`src/rtl/lock_pkg.sv`:
```
// Shared types and constants for the combination-lock core and its display.
package lock_pkg;
  typedef enum logic [1:0] {ENTRY, CHECK, OPEN, DENIED} lock_state_t;
  localparam int ATTEMPT_W = 2;
  localparam int IDX_W     = 3;
endpackage

```
`src/rtl/rise_detect.sv`:
```
// Rising-edge detector on a debounced level: rise = din & ~din_q, with din_q registered every clock.
module rise_detect (
  input  logic clk,
  input  logic rst_n,
  input  logic din,
  output logic rise
);
  logic din_q;

  // Reset loads 1 so a level held high across reset release reads as no edge.
  always_ff @(posedge clk) begin
    if (!rst_n) din_q <= 1'b1;
    else        din_q <= din;
  end

  assign rise = din & ~din_q;
endmodule

```
`src/rtl/lock_controller.sv`:
```
// Combination-lock FSM: collects CODE_LEN digits, compares with SECRET, tracks tries, drives done/fail/attempt.
module lock_controller
  import lock_pkg::*;
#(
  parameter int                          CODE_LEN    = 4,
  parameter int                          DIGIT_W     = 4,
  parameter logic [CODE_LEN*DIGIT_W-1:0] SECRET      = 16'h1234,
  parameter int                          MAX_TRIES   = 3,
  parameter int                          OPEN_CYCLES = 0
) (
  input  logic                 clk,
  input  logic                 rst_n,
  input  logic [DIGIT_W-1:0]   digit_in,
  input  logic                 enter_btn,
  input  logic                 clear_btn,
  input  logic                 relock_btn,
  output logic                 done,
  output logic                 fail,
  output logic [ATTEMPT_W-1:0] attempt,
  output logic [IDX_W-1:0]     digit_idx
);
  localparam int CNT_W = (OPEN_CYCLES > 1) ? $clog2(OPEN_CYCLES) : 1;

  function automatic logic [DIGIT_W-1:0] secret_digit(input logic [IDX_W-1:0] idx);
    return SECRET[(CODE_LEN - 1 - int'(idx)) * DIGIT_W +: DIGIT_W];
  endfunction

  lock_state_t          state_q, state_n;
  logic [IDX_W-1:0]     idx_q, idx_n;
  logic                 mismatch_q, mismatch_n;
  logic [CNT_W-1:0]     open_cnt_q, open_cnt_n;
  logic [ATTEMPT_W-1:0] attempt_q, attempt_n;
  logic                 done_q, fail_q;
  logic                 enter_rise;
  logic                 open_timeout;

  rise_detect u_enter_rise (
    .clk   (clk),
    .rst_n (rst_n),
    .din   (enter_btn),
    .rise  (enter_rise)
  );

  assign open_timeout = (OPEN_CYCLES > 0) && (open_cnt_q == CNT_W'(OPEN_CYCLES - 1));

  always_ff @(posedge clk) begin
    if (!rst_n) begin
      state_q    <= ENTRY;
      idx_q      <= '0;
      mismatch_q <= 1'b0;
      open_cnt_q <= '0;
      attempt_q  <= ATTEMPT_W'(MAX_TRIES);
      done_q     <= 1'b0;
      fail_q     <= 1'b0;
    end else begin
      state_q    <= state_n;
      idx_q      <= idx_n;
      mismatch_q <= mismatch_n;
      open_cnt_q <= open_cnt_n;
      attempt_q  <= attempt_n;
      done_q     <= (state_n == OPEN);
      fail_q     <= (state_n == DENIED);
    end
  end

  always_comb begin
    state_n    = state_q;
    idx_n      = idx_q;
    mismatch_n = mismatch_q;
    open_cnt_n = open_cnt_q;
    attempt_n  = attempt_q;
    unique case (state_q)
      ENTRY: begin
        // Clear wins over a simultaneous key press and never costs a try.
        if (clear_btn) begin
          idx_n      = '0;
          mismatch_n = 1'b0;
        end else if (enter_rise) begin
          mismatch_n = mismatch_q | (digit_in != secret_digit(idx_q));
          if (idx_q == IDX_W'(CODE_LEN - 1)) begin
            idx_n   = '0;
            state_n = CHECK;
          end else begin
            idx_n = idx_q + 1'b1;
          end
        end
      end
      CHECK: begin
        mismatch_n = 1'b0;
        if (!mismatch_q) begin
          state_n = OPEN;
        end else if (attempt_q > ATTEMPT_W'(1)) begin
          attempt_n = attempt_q - 1'b1;
          state_n   = ENTRY;
        end else begin
          attempt_n = '0;
          state_n   = DENIED;
        end
      end
      OPEN: begin
        if (relock_btn || open_timeout) begin
          state_n    = ENTRY;
          attempt_n  = ATTEMPT_W'(MAX_TRIES);
          open_cnt_n = '0;
        end else if (OPEN_CYCLES > 0) begin
          open_cnt_n = open_cnt_q + 1'b1;
        end
      end
      DENIED: begin
        attempt_n = '0;
      end
      default: state_n = ENTRY;
    endcase
  end

  assign done      = done_q;
  assign fail      = fail_q;
  assign attempt   = attempt_q;
  assign digit_idx = idx_q;
endmodule

```
`config.mk`:
```
export PLATFORM = sky130hd
export DESIGN_NAME = lock_controller
export DESIGN_NICKNAME = d
export VERILOG_FILES = /design/src/rtl/lock_pkg.sv /design/src/rtl/rise_detect.sv /design/src/rtl/lock_controller.sv
export SDC_FILE = /design/constraint.sdc
export NUM_CORES = 1
export LEC_CHECK = 0
export CORE_AREA = 5 5 42 44
export CTS_BUF_LIST = sky130_fd_sc_hd__clkbuf_8 sky130_fd_sc_hd__clkbuf_16
export DETAILED_ROUTE_END_ITERATION = 6
export DIE_AREA = 0 0 47 49
export HOLD_SLACK_MARGIN = 0.15
export PLACE_DENSITY = 0.69
export SYNTH_ARGS = -nofsm -noshare
export SYNTH_HDL_FRONTEND = slang
export SYNTH_SLANG_ARGS = --single-unit
```
`constraint.sdc`:
```
create_clock -name clk -period 1.8 [get_ports clk]
set_input_delay 0.18 -clock clk [delete_from_list [all_inputs] [get_ports clk]]
set_output_delay 0.18 -clock clk [all_outputs]
set_load 0.1 [all_outputs]
```
==> metrics.txt, run 1 <==
clock-pin slew on the worst setup and hold paths=0.05 ns; vias in the first global route=between 400 and 500; hpwl dp=~900 um; fmax=around 680 MHz; Fin. Hold Viols=0; commonest non-fill, non-tap cell in the layout=dfxtp_1; GRT Total Usage=approximately an eighth; final RePlAce weighted congestion=0.687; via-per-instance ratio=slightly above 5; htree depth=1; setup ws final=~0.33 ns; Pwr per Cell Area=~750 nW/um2; top fanout value on the critical path=8; DRC=0; synthesized flop and latch total=11; # placed instances=93; Final #Nets=92; Final ANT Viol Nets=0; type of the most critical hold path=input pin to flip-flop; Die H=~49 um; Post-synth EDFFs=0; CTS root buffer=clkbuf_8; Main synth FF type=dfxtp_1; Slew @ Worst Pin=around 0.36 ns; Post-CTS Hold Fix Bufs=0; final core utilization=a little over half; Vias=504; max-slew violations=0; mean area per synthesized cell=between 8 and 9 um2; sequential area share after synthesis=between 30% and 40%; Sw Ratio=between 20% and 30%; largest net degree at the start of global routing=12; Num CTS Buffers=3; Max IR drop VDD=roughly 0.38 mV; post-route insts no fill=between 90 and 100; post-CTS setup buffers=0; Post-Syn Instances=63; P&R area growth vs syn=35.4%; Ant. Diodes=0; share of layout cells above drive strength 1=about 20%; CORE AREA=1400 um2; clk sink count=11; # IOs=16; CP Capture Type=flip-flop; IO buf count=15; arrival time worst endpoint=between 1.5 and 2 ns; Sw Pwr=around 0.13 mW; WP data required=approximately 2.0 ns; most frequent cells in the layout=9 x dfxtp_1, 8 x nor2b_1, 8 x clkdlybuf4s50_1, 8 x buf_4, 5 x nor2_1; worst slack, placed=~0.21 ns; TNS Setup=0 ns; Clock Path Buffers=2; First-pass DRT Iterations=4; Die X=between 40 and 50 um; die area=2300 um2; max-cap check violation count=0; Initial Utilization=~40%; first-pass GRT wire length=just over 2 mm; CTS tree=built; DRT iter0 DRCs=2; Crit Path Category=flip-flop to flip-flop; Cell variety after synth=29; crit start category=flip-flop; Comb pwr share=13.2%; initial antenna violation count=0; Mapped Nets=73; Syn. warnings=0; max_slew headroom=76.0%; RSZ-0062 raised after global routing=no; Final setup viols=0; DRT Wirelength=approximately 1.2 mm; post-CTS resize count=0; FFs w/ async S/R, synth=0%; Seq pwr share=a little under half; row cnt=14; Worst Skew=0.00540 ns; Post-Syn Area=roughly 560 um2; GRT overflow=0; Worst-Skew Late Latency=between 0.2 and 0.25 ns; Tmin final=about 1.5 ns; WL per Instance=between 10 and 15 um; Clock power frac=41.7%; P_leak=0.307 nW; status=finished clean; Final period util=between 80% and 90%; cell internal pwr=0.436 mW
[flip-flops by register name (all words and copies together) (netlist names)]
signal,flops
attempt,2
digit_idx,3
done,1
fail,1
mismatch_q,1
state_q,2
u_enter_rise.din_q,1
[layout make-up]
cell class	instances	area (um2)
Inverter	1	3.75
Sequential cell	11	223
Multi-Input combinational cell	49	329
Fill cell	139	641
Clock inverter	1	3.75
Timing Repair Buffer	16	140
Tap cell	16	20.0
Clock buffer	3	41.3
[power groups by stage]
| stage | sequential, mW | clock, mW | combinational, mW |
|---|---|---|---|
| after floorplan | 0.275 | 0 | 0.0278 |
| after CTS | 0.256 | 0.242 | 0.0756 |
| after detailed placement | 0.261 | 0 | 0.0755 |
| after global placement | 0.261 | 0 | 0.0748 |
| final | 0.256 | 0.237 | 0.0752 |
| after global routing | 0.257 | 0.257 | 0.0817 |
[synth_stat cells (2+ instances only)]
library cell  number  share of area (%)
dfxtp_1           11                 39
nor2b_1            8                8.9
nor2_1             5                3.3
nand2b_1           4                4.5
o21ai_0            4                3.6
a21oi_1            3                2.7
a211oi_2           2                4.5
and2_1             2                2.2
nand2_1            2                1.3
nand4b_1           2                3.1
nor3_1             2                1.8
[cell families (layout without fill, tap and decap cells)]
group / after synthesis / in the layout / share of synthesized area, %
adder cells (fa/ha/maj): 1 / 1 / 2.23
AND/OR/NAND/NOR: 29 / 29 / 30.1
AO/OA/AOI/OAI: 17 / 17 / 22.9
flip-flops: 11 / 11 / 39.2
XOR/XNOR: 1 / 1 / 1.56
multiplexers: 1 / 1 / 1.78
buffers and inverters: 3 / 21 / 2.23
[layer usage]
metal / part of all wire (%) / global-route usage (%)
met5: 0 / 0
met4: 0 / 4.15
met3: 8.6 / 4.80
met2: 46 / 17.6
met1: 46 / 14.9
[final timing paths]
path	start	to	slack (ns)	depth (start not counted)
hold / removal	digit_in[3]	mismatch_q	0.54	3
setup / recovery	digit_idx[0]	fail	0.33	5
hold reg to reg	digit_idx[1]	digit_idx[1]	0.54	2
setup reg to reg	digit_idx[0]	fail	0.33	5
[critical path, cell delays in order (launching register included)]
cell	delay, ns
dfxtp_2	0.40
ha_1	0.18
nor2b_1	0.24
nand2b_1	0.12
o41ai_2	0.29
and2_1	0.18
[per-stage QoR]
step	cell area [um2]	hold slack, ns	total power, mW
3_5_place_dp	716	0.532	0.337
2_1_floorplan	564	0.253	0.303
4_1_cts	761	0.542	0.574
6_report	761	0.539	0.568
5_1_grt	761	0.559	0.596
3_3_place_gp	716	0.522	0.336
Note: power is estimated with default switching activity, not from simulation.
==> run 2: changes to the inputs <==
==> constraint.sdc (replaced) <==
create_clock -name clk -period 1.45 [get_ports clk]
set_input_delay 0.145 -clock clk [delete_from_list [all_inputs] [get_ports clk]]
set_output_delay 0.145 -clock clk [all_outputs]
set_load 0.1 [all_outputs]
==> metrics.txt, run 2 (synthesized netlist as in run 1, its figures left out) <==
status=finished clean; Initial Utilization=40.1% (unchanged); Power Total=0.716 mW (+26%); CP max stage delay=0.39 ns (about the same); P_leak=0.349 nW (+14%); clock-pin slew on the worst setup and hold paths=0.05 ns (about the same); CORE AREA=1400 um2 (unchanged); DRT iter0 DRCs=12 (+10); Final #Nets=95 (+3.3%); setup ws final=0.112 ns (-0.223 ns); vias in the first global route=477 (+0.85%); number of flip-flops in the largest register=3 (unchanged); post-CTS setup buffers=0 (unchanged); max-cap check violation count=0 (unchanged); First-pass DRT Iterations=4 (unchanged); post-CTS resize count=0 (unchanged); row cnt=14 (unchanged); Worst Skew=0.000655 ns (-0.00475 ns); fmax=747 MHz (+9.5%); max_slew headroom=75.0% (-1.0 points); GRT Total Usage=11.6% (-0.16 points); cell breakdown of the critical path=ha_1, nor2b_2, nand2b_1, o41ai_2, and2_1; Final period util=92.3% (+11 points); largest net degree at the start of global routing=11 (-1); max-slew violations=0 (unchanged); cell internal pwr=0.550 mW (+26%); Worst Hold Launch=enter_btn; CTS root buffer=clkbuf_8; htree depth=1 (unchanged); P&R area growth vs syn=57.0%; Num CTS Buffers=3 (unchanged); WL per Instance=11.9 um (-2.3%); Filler Cell Count=120 (-14%); Post-CTS Hold Fix Bufs=0 (unchanged); Vias=521 (+3.4%); arrival time worst endpoint=1.52 ns (-0.12 ns); crit start category=flip-flop; Clock power frac=41.0% (-0.7 points); WP data required=1.63 ns (-0.34 ns); Final setup viols=0 (unchanged); TNS Setup=0 ns (unchanged); worst slack, placed=-0.0954 ns (-0.301 ns); Comb pwr share=14.7% (+1.5 points); GRT overflow=0 (unchanged); Ant. Diodes=0 (unchanged); Final ANT Viol Nets=0 (unchanged); post-route insts no fill=100 (+3.1%); via-per-instance ratio=5.21 (+0.27%); Crit Reg-Reg Startpoint=digit_idx[0]; Slew @ Worst Pin=0.374 ns (+0.0151 ns); Worst-Skew Late Latency=0.23 ns (about the same); Fin. Hold Viols=0 (unchanged); slowest CP cell=dfxtp_4; # placed instances=96 (+3.2%); Die H=49 um (unchanged); hpwl dp=869 um (-2.9%); first-pass GRT wire length=2.00 mm (-0.99%); DRT Wirelength=1.19 mm (+0.76%); clk sink count=11 (unchanged); top fanout value on the critical path=8 (unchanged); Die X=47 um (unchanged); IO buf count=15 (unchanged); # IOs=16 (unchanged); commonest non-fill, non-tap cell in the layout=clkdlybuf4s50_1; Pwr per Cell Area=812 nW/um2 (+8.8%); Clock Path Buffers=2 (unchanged); CTS tree=built; Max IR drop VDD=0.493 mV (+30%); Crit Path Category=flip-flop to flip-flop; Tmin final=1.34 ns (-0.127 ns); share of layout cells above drive strength 1=27.4% (+7.6 points); Sw Ratio=23.2% (about the same); Sw Pwr=0.166 mW (+26%); most frequent cells in the layout=8 x clkdlybuf4s50_1, 7 x nor2b_1, 7 x buf_12, 6 x dfxtp_1, 5 x nor2_1; crit path launch=digit_idx[0]; initial antenna violation count=0 (unchanged); final RePlAce weighted congestion=0.699 (+1.8%); die area=2300 um2 (unchanged); type of the most critical hold path=input pin to flip-flop; final core utilization=62.9% (+8.7 points); Seq pwr share=44.2% (-0.9 points); CP Capture Type=flip-flop; RSZ-0062 raised after global routing=no; DRC=0 (unchanged)
## run 2: cell type report
cell class | count | area (um2) | area share (%)
multi-input cells | 49 | 332 | 37.6
clock inverters | 1 | 3.75 | 0.426
well taps | 16 | 20.0 | 2.27
repair buffers | 19 | 250 | 28.4
flip-flops and latches | 11 | 231 | 26.2
inverters | 1 | 3.75 | 0.426
clock buffers | 3 | 41.3 | 4.68
## run 2: power groups by stage
stage	registers [mW]	logic (mW)	clock network [mW]
CTS	0.317	0.106	0.301
detailed placement	0.323	0.106	0
floorplan	0.340	0.0346	0
global placement	0.323	0.105	0
global route	0.318	0.114	0.324
finish	0.317	0.106	0.294
## run 2: critical path: cells and delay by family, from the launching register on
kind,cells,cell delay (ns)
AO/OA/AOI/OAI,1,0.28
adder cells (fa/ha/maj),1,0.17
AND/OR/NAND/NOR,3,0.43
flip-flops,1,0.39
## run 2: layer usage
| metal | vias to the layer above | part of all wire (%) | routed length (um) | global-route usage [%] |
|---|---|---|---|---|
| met1 | 230 | 46 | 547 | 14.8 |
| li1 | 267 | - | - | - |
| met2 | 20 | 46 | 544 | 17.4 |
| met4 | 0 | 1.2 | 14 | 5.53 |
| met5 | - | 0 | 0 | 0 |
| met3 | 4 | 6.7 | 80 | 3.32 |
## run 2: worst paths after layout
| check | slack, ns | cells past startpoint | endpoint |
|---|---|---|---|
| worst min-delay path | 0.50 | 2 | u_enter_rise.din_q |
| worst min register to register | 0.54 | 2 | attempt[1] |
| worst max register to register | 0.11 | 5 | fail |
| worst max-delay path | 0.11 | 5 | fail |
## run 2: per-stage QoR
step / cell area (um2) / hold slack [ns]
global placement: 837 / 0.522
finish: 882 / 0.504
detailed placement: 837 / 0.536
global route: 882 / 0.529
floorplan: 576 / 0.218
CTS: 882 / 0.507
==> variant 1, RTL diff (flow settings as in run 2) <==
Register the output `digit_idx` once more, without a reset; this adds one clock of latency there. The other outputs are not delayed to match.
--- a/src/rtl/lock_controller.sv
+++ b/src/rtl/lock_controller.sv
@@ -116,6 +116,8 @@
   assign done      = done_q;
   assign fail      = fail_q;
   assign attempt   = attempt_q;
-  assign digit_idx = idx_q;
+  always_ff @(posedge clk) begin
+    digit_idx <= idx_q;
+  end
 endmodule
 
Function: changed (a bounded check fails within 4 cycles, from zero or initial values and one cycle with rst_n low).
==> variant 1 against run 2 <==
  * Cell count grew 2.0%
  * Total power rose by 6.3%
  * Non-clock buffer count fell by 1
  * Wire length is 4.6% higher
  * Synthesized cell count increased by 7.9%
  * Setup slack lost 0.030 ns
  * Final area up 6.7%
  * Synthesized area rose by 17%
  * Sequential cell count increased by 3
  * Critical path type unchanged
  * Critical endpoint is now idx_q[1]
  * Largest power group unchanged
==> variant 1: results (changes against run 2) <==
| Metric | Value |
|---|---|
| Slew @ Worst Pin | 0.265 ns (-0.109 ns) |
| # hold bufs at CTS | 0 (unchanged) |
| Area contributors post-synth | dfxtp_1 43%, nor2b_1 5.7%, o211ai_1 3.4% |
| Vias | 537 (+3.1%) |
| Wire per inst | 12.2 um (+2.6%) |
| Vias in the first global route | 499 (+4.6%) |
| Syn Nets | 78 (+6.8%) |
| Largest net degree at the start of global routing | 10 (-1) |
| Number of flops mapped to enable cells by yosys | 0 (unchanged) |
| Post-CTS sizing | 0 (unchanged) |
| Post-synth top cells | 14 x dfxtp_1, 6 x nor2b_1, 4 x nor2_1, 4 x o21ai_0 |
| Register area share after synthesis | 42.7% (+3.5 points) |
| Crit start category | flip-flop |
| Clk_lat worst skew | 0.24 ns |
| Hold crit path type | flip-flop to flip-flop |
| Nets | 98 (+3.2%) |
| 1st-iter DRT viols | 11 (-1) |
| HP Start | idx_q[1] |
| Leakage | 0.400 nW (+15%) |
| Post-CTS setup buffers | 0 (unchanged) |
| Post-DP HPWL | 970 um (+12%) |
| DRT Pass-1 Iters | 4 (unchanged) |
| R2R Path Start | idx_q[0] |
| Library cells used by synthesis | 34 (+17%) |
| CTS buffer count | 3 (unchanged) |
| Filler cells | 121 (+0.83%) |
| Share of cells above drive strength 1 | 23.3% (-4.1 points) |
| Max VDD drop | 0.000647 V (+31%) |
| Critical Path Max Stage Delay | 0.44 ns (+0.05 ns) |
| Status | complete, no violations |
| Root buffer cell | clkbuf_8 |
| Crit path max fanout | 6 (-2) |
| Global-route wire length before repair | 2070 um (+3.4%) |
| Ys Warns | 0 (unchanged) |
| Gr usage total | 12.2% (+0.60 points) |
| Final setup skew | 0.00105 ns (+0.000398 ns) |
| Slowest cell on crit path | dfxtp_1 |
| RePlAce Congestion | 0.801 (+15%) |
variant 1: cell count changes in the layout (fill, tap and decap cells not counted), moves of 2 or more:
cell	run 2	this run
a211oi_2	2	0
dfxtp_1	6	12
dfxtp_4	2	0
nand2b_1	4	2
o211ai_1	1	3
variant 1: stage by stage:
step	utilization (%)	TNS (ns)	cell area, sq um	instances	setup slack [ns]
finish	67.1	0	941	102	0.0819
global route	67.1	0	941	102	0.00610
detailed placement	64.2	-0.742	900	99	-0.134
floorplan	-	0	659	68	0.0142
CTS	67.1	0	941	102	0.0901
global placement	64.2	-0.517	900	99	-0.0980
variant 1: logic make-up after synthesis:
family / share of synthesized area (%)
adder cells (fa/ha/maj): 1.90
AND/OR/NAND/NOR: 29.0
flip-flops: 42.7
AO/OA/AOI/OAI: 19.0
multiplexers: 1.52
XOR/XNOR: 1.33
buffers and inverters: 4.57
variant 1: worst paths after layout:
check | end | slack, ns | depth (start not counted)
worst max-delay path | idx_q[1] | 0.08 | 5
worst min-delay path | digit_idx[1] | 0.43 | 0
worst max register to register | idx_q[1] | 0.08 | 5
worst min register to register | digit_idx[1] | 0.43 | 0
variant 1: metal layers:
metal | share of wire (%) | track usage (%) | vias up
met5 | 0 | 0 | -
met4 | 1.5 | 6.91 | 0
met3 | 4.9 | 3.32 | 2
met2 | 48 | 17.2 | 12
met1 | 45 | 16.3 | 245
li1 | - | - | 278
variant 1: critical path: cells and delay by family (launching register included):
family | cells | cell delay [ns]
AOI/OAI and AO/OA | 1 | 0.20
and+or+nand+nor | 3 | 0.41
adders and majority gates | 1 | 0.21
DFF | 1 | 0.44
variant 1: cell type report:
type / count / area share [%]
flip-flops and latches: 14 / 30.1
repair buffers: 18 / 25.8
inverters: 2 / 0.798
multi-input cells: 49 / 36.8
clock buffers: 3 / 4.39
well taps: 16 / 2.13
variant 1: where the power goes:
| part | total [W] | internal, W | leakage (nW) | switching, W |
|---|---|---|---|---|
| registers | 0.000393 | 0.000389 | 0.112 | 0.00000447 |
| logic | 0.0000639 | 0.0000363 | 0.267 | 0.0000276 |
| clock network | 0.000304 | 0.000183 | 0.0216 | 0.000121 |
| total | 0.000762 | 0.000608 | 0.400 | 0.000153 |
==> variant 2, RTL diff (config.mk and constraints of run 2) <==
Made on the original files. The package constant `IDX_W` goes from 3 to 2.
--- a/src/rtl/lock_pkg.sv
+++ b/src/rtl/lock_pkg.sv
@@ -2,6 +2,6 @@
 package lock_pkg;
   typedef enum logic [1:0] {ENTRY, CHECK, OPEN, DENIED} lock_state_t;
   localparam int ATTEMPT_W = 2;
-  localparam int IDX_W     = 3;
+  localparam int IDX_W     = 2;
 endpackage
 
Ports: changed (resized digit_idx); port bits go from 16 to 15. No check against the original RTL was run, so the function may have changed too.
==> variant 2 against run 2 <==
  * Via count is 21% lower
  * Synthesized area shrank 14%
  * Count of clock-buffer cells in the layout up 1
  * Sequential share of layout area increased by 0.51 points
  * Setup slack improved by 0.013 ns
  * Sequential cell count down 1
  * Final area decreased by 13%
  * Wire length fell by 17%
  * Total power is 4.4% lower
  * Worst hold slack better by 0.0072 ns
  * First-iteration DRC count is 17% lower
  * Clock power up 16%
==> variant 2: results (changes against run 2) <==
| Metric | Value |
|---|---|
| Vias | 411 (-21%) |
| Slowest cell on crit path | dfxtp_2 |
| Max VDD drop | 0.000458 V (-7.1%) |
| Worst r2r dst | mismatch_q |
| Max_slew headroom | 76.3% (+1.3 points) |
| Critical Path AT | 1.44 ns (-0.08 ns) |
| DP Cell Count | 82 (-15%) |
| Largest net degree at the start of global routing | 10 (-1) |
| Share of cells above drive strength 1 | 27.1% (-0.24 points) |
| Library cells used by synthesis | 23 (-21%) |
| Vias/cell | 4.78 (-8.3%) |
| 1st-iter DRT viols | 10 (-2) |
| Post-Synthesis Cells | 52 (-17%) |
| Port bufs | 14 (-1) |
| Gr usage total | 10.4% (-1.3 points) |
| R2R Path Start | digit_idx[1] |
| Leakage | 0.300 nW (-14%) |
| Area after DPL | 706 sq um (-16%) |
| RePlAce Congestion | 0.779 (+11%) |
| Post-Route WL | 988 um (-17%) |
| Hold crit path type | flip-flop to flip-flop |
| Nets | 81 (-15%) |
| Global-route wire length before repair | 1670 um (-17%) |
| Critical Path Max Stage Delay | 0.34 ns (-0.05 ns) |
| Post-DP HPWL | 777 um (-11%) |
| Status | complete, no violations |
| Crit path max fanout | 3 (-5) |
| DRT Pass-1 Iters | 5 (+1) |
| Register area share after synthesis | 41.3% (+2.1 points) |
variant 2: cell count changes after synthesis, moves of 2 or more:
cell      before  now
a211oi_2       2    0
inv_1          1    3
nand2_1        2    4
nand4b_1       2    0
nor2_1         5    2
nor2b_1        8    4
nor3_1         2    0
o22ai_1        0    2
xnor2_1        1    3
variant 2: worst min path at each step:
| stage | start | to | slack (ns) | depth (start not counted) |
|---|---|---|---|---|
| 3_3_place_gp | attempt[0] | attempt[0] | 0.49 | 2 |
| 2_1_floorplan | rst_n | u_enter_rise.din_q | 0.22 | 1 |
| 3_5_place_dp | attempt[1] | attempt[1] | 0.50 | 1 |
| 5_1_grt | enter_btn | u_enter_rise.din_q | 0.52 | 2 |
| 4_1_cts | enter_btn | u_enter_rise.din_q | 0.50 | 2 |
| 6_report | attempt[1] | attempt[1] | 0.51 | 1 |
variant 2: metrics by stage:
step / utilization [%] / setup WS [ns] / total power [W] / hold WS [ns]
after floorplan: - / -0.215 / 0.000310 / 0.218
after global placement: 50.4 / 0.0444 / 0.000346 / 0.488
after detailed placement: 50.4 / 0.00803 / 0.000347 / 0.500
after CTS: 54.3 / 0.0743 / 0.000689 / 0.504
after global routing: 54.7 / 0.0160 / 0.000713 / 0.520
final: 54.7 / 0.125 / 0.000684 / 0.511
variant 2: where the power goes:
part           internal [W]  leakage (nW)  total [W]  switching [W]
Sequential         0.000279        0.0810   0.000280     0.00000177
Combinational     0.0000368         0.190  0.0000630      0.0000262
Clock              0.000238        0.0288   0.000341       0.000103
variant 2: logic make-up after synthesis:
family | Yosys count | share of synthesized area, %
mux | 1 | 2.07
flops | 10 | 41.3
fa+ha+maj | 1 | 2.58
simple gates | 19 | 25.1
xor+xnor | 3 | 5.43
compound gates | 13 | 17.3
buf+inv | 5 | 6.20
variant 2: layout make-up:
cell class / count / area, sq um
clock buffers: 4 / 55.1
fillers: 132 / 634
inverters: 3 / 11.3
flip-flops and latches: 10 / 205
repair buffers: 16 / 215
multi-input cells: 37 / 260
well taps: 16 / 20.0
variant 2: per-layer routing:
metal	part of all wire [%]	track usage, %	routed length, um	up-vias
li1	-	-	-	214
met4	2.3	5.53	23	0
met2	44	14.7	430	14
met1	46	12.1	455	179
met3	7.9	5.54	78	4
met5	0	0	0	-
variant 2: critical path: cells and delay by family (launching register included):
family          cells  cell delay, ns
compound gates      1            0.12
xor+xnor            1            0.15
fa+ha+maj           1            0.30
flops               1            0.34
simple gates        2            0.29
variant 2: repair_timing:
item	4_1_cts	5_1_grt
endpoints found under the setup margin	0	1
gates resized for setup	0	1
hold buffers	0	0
